--- src/rtl/pll_rst_pkg.sv ---
`default_nettype none
// ============================================================================
// Module      : pll_rst_pkg
// Description : Shared types and helpers for the PLL reset sequencer.
// Revision    : 1.0 - initial release
// ============================================================================
package pll_rst_pkg;

    // Sequencer states; RESET_PLL is the power-on state.
    typedef enum logic [2:0] {
        RESET_PLL = 3'd0,
        WAIT_LOCK = 3'd1,
        STABILIZE = 3'd2,
        RUN       = 3'd3,
        FAULT     = 3'd4
    } pll_state_t;

    // Width of a counter that must reach (largest interval - 1).
    function automatic int cnt_width(input int a, input int b, input int c);
        int m;
        m = a;
        if (b > m) m = b;
        if (c > m) m = c;
        return (m < 2) ? 1 : $clog2(m);
    endfunction

endpackage
`default_nettype wire

--- src/rtl/pll_reset_sequencer_if.sv ---
`default_nettype none
// ============================================================================
// Module      : pll_reset_sequencer_if
// Description : Lock input and reset/status outputs of the PLL reset sequencer.
//               The sequencer uses the master view, its environment the slave.
// Revision    : 1.0 - initial release
// ============================================================================
interface pll_reset_sequencer_if #(
    parameter int MAX_RETRIES = 3
);
    localparam int RETRY_W = $clog2(MAX_RETRIES + 1);

    logic               pll_locked_in;
    logic               pll_rst_out;
    logic               sys_rst_n_out;
    logic               ready_out;
    logic               fault_out;
    logic [RETRY_W-1:0] retry_count;

    modport master (
        input  pll_locked_in,
        output pll_rst_out,
        output sys_rst_n_out,
        output ready_out,
        output fault_out,
        output retry_count
    );

    modport slave (
        output pll_locked_in,
        input  pll_rst_out,
        input  sys_rst_n_out,
        input  ready_out,
        input  fault_out,
        input  retry_count
    );

endinterface
`default_nettype wire

--- src/rtl/cdc_sync_bit.sv ---
`default_nettype none
// ============================================================================
// Module      : cdc_sync_bit
// Description : Single-bit multi-flop synchronizer, async active-low reset to 0.
// Revision    : 1.0 - initial release
// ============================================================================
module cdc_sync_bit #(
    parameter int SYNC_STAGES = 2
) (
    input  wire logic clk,
    input  wire logic rst_n,
    input  wire logic i_data,
    output logic      o_sync
);

    logic [SYNC_STAGES-1:0] r_chain;

    // Shift the asynchronous input through the flop chain.
    always_ff @(posedge clk or negedge rst_n) begin
        if (!rst_n) begin
            r_chain <= '0;
        end else begin
            r_chain <= {r_chain[SYNC_STAGES-2:0], i_data};
        end
    end

    assign o_sync = r_chain[SYNC_STAGES-1];

endmodule
`default_nettype wire

--- src/rtl/pll_reset_sequencer.sv ---
`default_nettype none
// ============================================================================
// Module      : pll_reset_sequencer
// Description : Pulses the PLL reset, waits for lock with timeout and bounded
//               retries, and releases a stretched system reset only after the
//               lock has been stable. Runs on the free-running reference clock.
// Revision    : 1.0 - initial release
// ============================================================================
module pll_reset_sequencer
    import pll_rst_pkg::*;
#(
    parameter int PLL_RST_CYCLES = 16,
    parameter int LOCK_TIMEOUT   = 1000,
    parameter int STABLE_CYCLES  = 256,
    parameter int MAX_RETRIES    = 3,
    parameter int SYNC_STAGES    = 2
) (
    input  wire logic              clock_in,
    input  wire logic              rst_n,
    pll_reset_sequencer_if.master  pll_if
);

    localparam int c_CNT_W   = cnt_width(PLL_RST_CYCLES, LOCK_TIMEOUT, STABLE_CYCLES);
    localparam int c_RETRY_W = $clog2(MAX_RETRIES + 1);

    localparam logic [c_CNT_W-1:0]   c_RST_LAST     = c_CNT_W'(PLL_RST_CYCLES - 1);
    localparam logic [c_CNT_W-1:0]   c_TIMEOUT_LAST = c_CNT_W'(LOCK_TIMEOUT - 1);
    localparam logic [c_CNT_W-1:0]   c_STABLE_LAST  = c_CNT_W'(STABLE_CYCLES - 1);
    localparam logic [c_RETRY_W-1:0] c_MAX_RETRY    = c_RETRY_W'(MAX_RETRIES);

    pll_state_t             r_state;
    pll_state_t             w_next_state;
    logic [c_CNT_W-1:0]     r_cnt;
    logic [c_RETRY_W-1:0]   r_retry;
    logic [c_RETRY_W-1:0]   w_retry_next;
    logic                   w_lock_s;

    logic r_pll_rst, r_sys_rst_n, r_ready, r_fault;
    logic w_pll_rst, w_sys_rst_n, w_ready, w_fault;

    // Raw lock comes from the PLL domain; only the synchronized copy is used.
    cdc_sync_bit #(
        .SYNC_STAGES (SYNC_STAGES)
    ) u_lock_sync (
        .clk    (clock_in),
        .rst_n  (rst_n),
        .i_data (pll_if.pll_locked_in),
        .o_sync (w_lock_s)
    );

    // State, shared interval counter (cleared on every state change) and retries.
    always_ff @(posedge clock_in or negedge rst_n) begin
        if (!rst_n) begin
            r_state <= RESET_PLL;
            r_cnt   <= '0;
            r_retry <= '0;
        end else begin
            r_state <= w_next_state;
            r_retry <= w_retry_next;
            if (w_next_state != r_state) begin
                r_cnt <= '0;
            end else if (r_state != RUN && r_state != FAULT) begin
                // RUN and FAULT have no interval to time, so the counter rests.
                r_cnt <= r_cnt + c_CNT_W'(1);
            end
        end
    end

    // Sequencing decisions; a lock seen on the timeout cycle takes priority.
    always_comb begin
        w_next_state = r_state;
        w_retry_next = r_retry;
        case (r_state)
            RESET_PLL: begin
                if (r_cnt == c_RST_LAST) w_next_state = WAIT_LOCK;
            end
            WAIT_LOCK: begin
                if (w_lock_s) begin
                    w_next_state = STABILIZE;
                end else if (r_cnt == c_TIMEOUT_LAST) begin
                    if (r_retry < c_MAX_RETRY) begin
                        w_retry_next = r_retry + c_RETRY_W'(1);
                        w_next_state = RESET_PLL;
                    end else begin
                        w_next_state = FAULT;
                    end
                end
            end
            STABILIZE: begin
                // A lock drop here restarts the wait without costing a retry.
                if (!w_lock_s) begin
                    w_next_state = WAIT_LOCK;
                end else if (r_cnt == c_STABLE_LAST) begin
                    w_next_state = RUN;
                end
            end
            RUN: begin
                if (!w_lock_s) w_next_state = RESET_PLL;
            end
            FAULT: begin
                w_next_state = FAULT;
            end
            default: begin
                w_next_state = RESET_PLL;
            end
        endcase
        if (w_next_state == RUN) w_retry_next = '0;
    end

    // Output decode from the next state so outputs move with the state register.
    always_comb begin
        w_pll_rst   = 1'b1;
        w_sys_rst_n = 1'b0;
        w_ready     = 1'b0;
        w_fault     = 1'b0;
        case (w_next_state)
            WAIT_LOCK, STABILIZE: begin
                w_pll_rst = 1'b0;
            end
            RUN: begin
                w_pll_rst   = 1'b0;
                w_sys_rst_n = 1'b1;
                w_ready     = 1'b1;
            end
            FAULT: begin
                w_fault = 1'b1;
            end
            default: begin
                w_pll_rst = 1'b1;
            end
        endcase
    end

    // Registered outputs, glitch-free toward the PLL and system reset trees.
    always_ff @(posedge clock_in or negedge rst_n) begin
        if (!rst_n) begin
            r_pll_rst   <= 1'b1;
            r_sys_rst_n <= 1'b0;
            r_ready     <= 1'b0;
            r_fault     <= 1'b0;
        end else begin
            r_pll_rst   <= w_pll_rst;
            r_sys_rst_n <= w_sys_rst_n;
            r_ready     <= w_ready;
            r_fault     <= w_fault;
        end
    end

    assign pll_if.pll_rst_out   = r_pll_rst;
    assign pll_if.sys_rst_n_out = r_sys_rst_n;
    assign pll_if.ready_out     = r_ready;
    assign pll_if.fault_out     = r_fault;
    assign pll_if.retry_count   = r_retry;

endmodule
`default_nettype wire

--- src/flat_wrapper.sv ---
// flat-port wrapper written by rule: the top's interface ports become plain ports
module pll_reset_sequencer_flat import pll_rst_pkg::*;
#(
    parameter int PLL_RST_CYCLES = 16,
    parameter int LOCK_TIMEOUT   = 1000,
    parameter int STABLE_CYCLES  = 256,
    parameter int MAX_RETRIES    = 3,
    parameter int SYNC_STAGES    = 2
)
  (clock_in, rst_n, pll_if_pll_locked_in, pll_if_pll_rst_out, pll_if_sys_rst_n_out, pll_if_ready_out, pll_if_fault_out, pll_if_retry_count);
  pll_reset_sequencer_if #(.MAX_RETRIES(MAX_RETRIES)) pll_if_i ();
  input  wire logic clock_in;
  input  wire logic rst_n;
  input wire logic [$bits(pll_if_i.pll_locked_in)-1:0] pll_if_pll_locked_in;
  output wire logic [$bits(pll_if_i.pll_rst_out)-1:0] pll_if_pll_rst_out;
  output wire logic [$bits(pll_if_i.sys_rst_n_out)-1:0] pll_if_sys_rst_n_out;
  output wire logic [$bits(pll_if_i.ready_out)-1:0] pll_if_ready_out;
  output wire logic [$bits(pll_if_i.fault_out)-1:0] pll_if_fault_out;
  output wire logic [$bits(pll_if_i.retry_count)-1:0] pll_if_retry_count;
  assign pll_if_i.pll_locked_in = pll_if_pll_locked_in;
  assign pll_if_pll_rst_out = pll_if_i.pll_rst_out;
  assign pll_if_sys_rst_n_out = pll_if_i.sys_rst_n_out;
  assign pll_if_ready_out = pll_if_i.ready_out;
  assign pll_if_fault_out = pll_if_i.fault_out;
  assign pll_if_retry_count = pll_if_i.retry_count;
  pll_reset_sequencer #(.PLL_RST_CYCLES(PLL_RST_CYCLES), .LOCK_TIMEOUT(LOCK_TIMEOUT), .STABLE_CYCLES(STABLE_CYCLES), .MAX_RETRIES(MAX_RETRIES), .SYNC_STAGES(SYNC_STAGES)) u_core (.clock_in(clock_in), .rst_n(rst_n), .pll_if(pll_if_i));
endmodule
--- config.mk ---
export PLATFORM = sky130hd
export DESIGN_NAME = pll_reset_sequencer_flat
export DESIGN_NICKNAME = d
export VERILOG_FILES = /design/src/rtl/pll_rst_pkg.sv /design/src/rtl/pll_reset_sequencer_if.sv /design/src/rtl/cdc_sync_bit.sv /design/src/rtl/pll_reset_sequencer.sv /design/src/flat_wrapper.sv
export SDC_FILE = /design/constraint.sdc
export NUM_CORES = 1
export LEC_CHECK = 0
export ABC_AREA = 1
export ABC_CLOCK_PERIOD_IN_PS = 1300
export BUFFER_PORTS_ARGS = -buffer_cell sky130_fd_sc_hd__buf_2
export CAP_MARGIN = 5
export CORE_MARGIN = 5
export CORE_UTILIZATION = 40
export CTS_BUF_LIST = sky130_fd_sc_hd__clkbuf_8
export DETAILED_ROUTE_END_ITERATION = 6
export SYNTH_ARGS = -nofsm -noshare
export SYNTH_HDL_FRONTEND = slang
export SYNTH_HIERARCHICAL = 1
export SYNTH_SLANG_ARGS = --single-unit
--- constraint.sdc ---
create_clock -name clock_in -period 1.3 [get_ports clock_in]
set_input_delay 0 -clock clock_in [delete_from_list [all_inputs] [get_ports clock_in]]
set_output_delay 0 -clock clock_in [all_outputs]
set_load 0.005 [all_outputs]
==> reports/metrics.yaml <==
hpwl_um: 1710
period_needed_ns: 1.57
antennaDiodeCount: 0
crit_start: "u_core/r_cnt[0]$_DFFE_PN0P_"
crit_path_end_kind: "register"
rsz0062_at_grt: "true"
setup_viol: 17
yosys_warnings: 6
syn_nets: 134
htreeDepth: 1
power_frac_seq_pct: 30.7
period_share_pct: 120
synth.distinct_cells: 23
synth_edf_count: 0
tns_ns: -3.28
synth_xor_area_share_pct: 5.83
skew_ns: 0.000778
switchingPower_mw: 1.05
path_class: "register to register"
top_layer_used: "met4"
cp-start-kind: "register"
met1_length_um: 1190
p_total_mw: 2.72
synth-compound-area-share_pct: 5.95
synth_mux_area_share_pct: 1.07
cts_tree: "built"
cp-endpoint: "u_core/r_cnt[7]$_DFFE_PN0P_"
crit_chain: "ha_4 > nand2_4 > nor2_2 > nand2_1 > nand2_1 > nand2_2 > nand3_2 > nand2_2 > nand2_4 > nand2_8 > nor2_4"
worst-r2r-cell-count: 11
synth-main-ff-cell: "dfrtp_1"
tightest_slew_ns: 0.447
portBuffers: 8
status: "finished with violations"
syn_area_per_cell_sq_um: 8.15
drt_iter0_markers: 14
p_per_area_mw_per_mm2: 1720
clk_pin_slew_ns: 0.07
synthCells: 129
grt_pass1_vias: 1063
intPower_mw: 1.67
cts_made_buffers: 3
worstPathArrival_ns: 1.76
syn_to_final_growth_pct: 50.8
die_w_um: 61.3
synth_simple_gate_area_share_pct: 31.0
overflow: 0
first_pass_iters: 4
ys_ff_latch: 20
hold_class: "input pin to asynchronous set/reset pin"
dr_wl_met2_um: 1430
gp_congestion: 0.885
grt_first_pass_wirelength_um: 4760
cts_sinks: 20
nets: 174
hold_violations: 0
grt_usage_pct: 17.5
wl_per_cell_um: 14.0
slowest_delay_ns: 0.40
dieArea_sq_mm: 0.00375
layout-drive-gt1-share_pct: 48.2
ant_nets: 0
rr_startpoint: "u_core/r_cnt[0]$_DFFE_PN0P_"
setup_slack_ns: -0.266
ir_drop_mv: 1.27
crit_fanout: 5
ioPinCount: 9
die_h_um: 61.3
synthAdderAreaFrac_pct: 2.38
remaining_drc_errors: 0
insertion_delay_ns: 0.26
clockRootBuffer: "clkbuf_8"
clock_path_buffers: 2
core_area_sq_mm: 0.00250
async_flop_share_pct: 100
r2r_end: "u_core/r_cnt[7]$_DFFE_PN0P_"
switching_share_pct: 38.6
violations: "setup timing"
reg2reg_slack_ns: -0.27
critPathRequiredTime_ns: 1.50
clkPwrFrac_pct: 23.0
grt_start_max_net_pins: 21
initial_core_util_pct: 42.0
antenna_found_initial: 0
critPathSlowestCell: "dfrtp_1"
ys_seq_area_share_pct: 47.7
slew_violations: 0
wl_um: 2780
synth.cell_area_sq_mm: 0.00105
viasPerCell: 5.02
wl_met3_um: 94
power_frac_comb_pct: 46.3
cap_violations: 0
synth_top_family_by_area: "simple AND/OR/NAND/NOR gates"
slew_headroom_pct: 70.2
p_leak_nw: 0.789
vias: 993
rows: 18
fmax_ghz: 0.639
layout make-up:
type                    count  area, sq um
clock inverters             1         30.0
repair buffers             35          251
multi-input cells          94          667
inverters                  15         56.3
clock buffers               3         41.3
well taps                  30         37.5
fillers                   204          915
flip-flops and latches     20          502
critical path, delay by kind of cell (launching register included):
| kind | cells | cell delay [ns] |
|---|---|---|
| fa+ha+maj | 1 | 0.19 |
| flops | 1 | 0.40 |
| simple gates | 10 | 0.90 |
flip-flops by register name (all words and copies together), names as in the netlist:
name and cells:
u_core/r_cnt 10, u_core/r_state 3, u_core/pll_if.retry_count 2, u_core/u_lock_sync/r_chain 2, u_core/pll_if.fault_out 1, u_core/pll_if.pll_rst_out 1
u_core/pll_if.ready_out 1
per-stage QoR:
step	hold slack [ns]	setup slack [ns]	utilization (%)	instances	area, sq um
CTS	0.222	-0.174	61.4	197	1530
detailed placement	-0.0224	-0.190	51.9	188	1300
global placement	-0.0323	-0.142	51.9	188	1300
finish	0.208	-0.266	63.4	198	1590
floorplan	-0.296	-0.0710	-	129	1060
global route	0.274	-0.335	63.4	198	1590
power groups by stage:
stage	Clock [mW]	Sequential (mW)	Combinational, mW
finish	0.626	0.836	1.26
global route	0.661	0.846	1.37
CTS	0.633	0.833	1.16
detailed placement	0	0.815	0.866
global placement	0	0.813	0.838
floorplan	0	0.814	0.505
cells in the final DEF, fill, tap and decap left out, types with 4 or more instances in the layout:
cell     Yosys  layout
nand3_1      7       5
nor2_1      29      15
nor2_2       3      10
buf_4        1      24
nand2_2      3       8
dfrtp_1     19      19
buf_2        0       8
inv_1       14      13
a21oi_1      6       5
xor2_1       6       6
nand2_4      1       4
nor2_4       1       8
nand2_1     23      15
how the worst min path moves through the flow:
stage,from,end,slack (ns),cells after the start
detailed placement,rst_n,u_core/r_cnt[2]$_DFFE_PN0P_,-0.02,1
CTS,rst_n,u_core/u_lock_sync/r_chain[0]$_DFF_PN0_,0.22,2
floorplan,rst_n,u_core/pll_if.fault_out$_DFF_PN0_,-0.30,0
global route,rst_n,u_core/r_cnt[0]$_DFFE_PN0P_,0.27,2
global placement,rst_n,u_core/r_cnt[0]$_DFFE_PN0P_,-0.03,1
finish,rst_n,u_core/r_cnt[0]$_DFFE_PN0P_,0.21,2
cells by family after synthesis:
family | Yosys count
and+or+nand+nor | 71
adders and majority gates | 2
muxes | 1
DFF | 20
xor gates and xnor gates | 7
buffers and inverters | 16
AOI/OAI and AO/OA | 12
layer usage:
layer | vias up | track usage [%]
met3 | 7 | 3.14
met4 | 0 | 9.60
met5 | - | 0
li1 | 484 | -
met1 | 481 | 21.4
met2 | 21 | 29.0
cell usage after synthesis, drive strengths merged (2+ instances only):
library cell  count  area, sq um
a21oi             6         30.0
dfrtp            19          475
ha                2         25.0
inv              14         52.6
nand2            27          116
nand3             9         55.1
nor2             33          139
nor3              2         15.0
o21ai             4         20.0
xor2              6         52.6
repair_timing:
item / in CTS / in global routing
hold endpoints to repair: 20 / 0
setup endpoints to repair: 16 / 17
gates cloned: 1 / 0
resized for setup: 33 / 13
buffers inserted: 2 / 2
pin swaps: 3 / 9
hold buffers: 2 / 0
No activity file was read; power rests on OpenSTA's default activity.
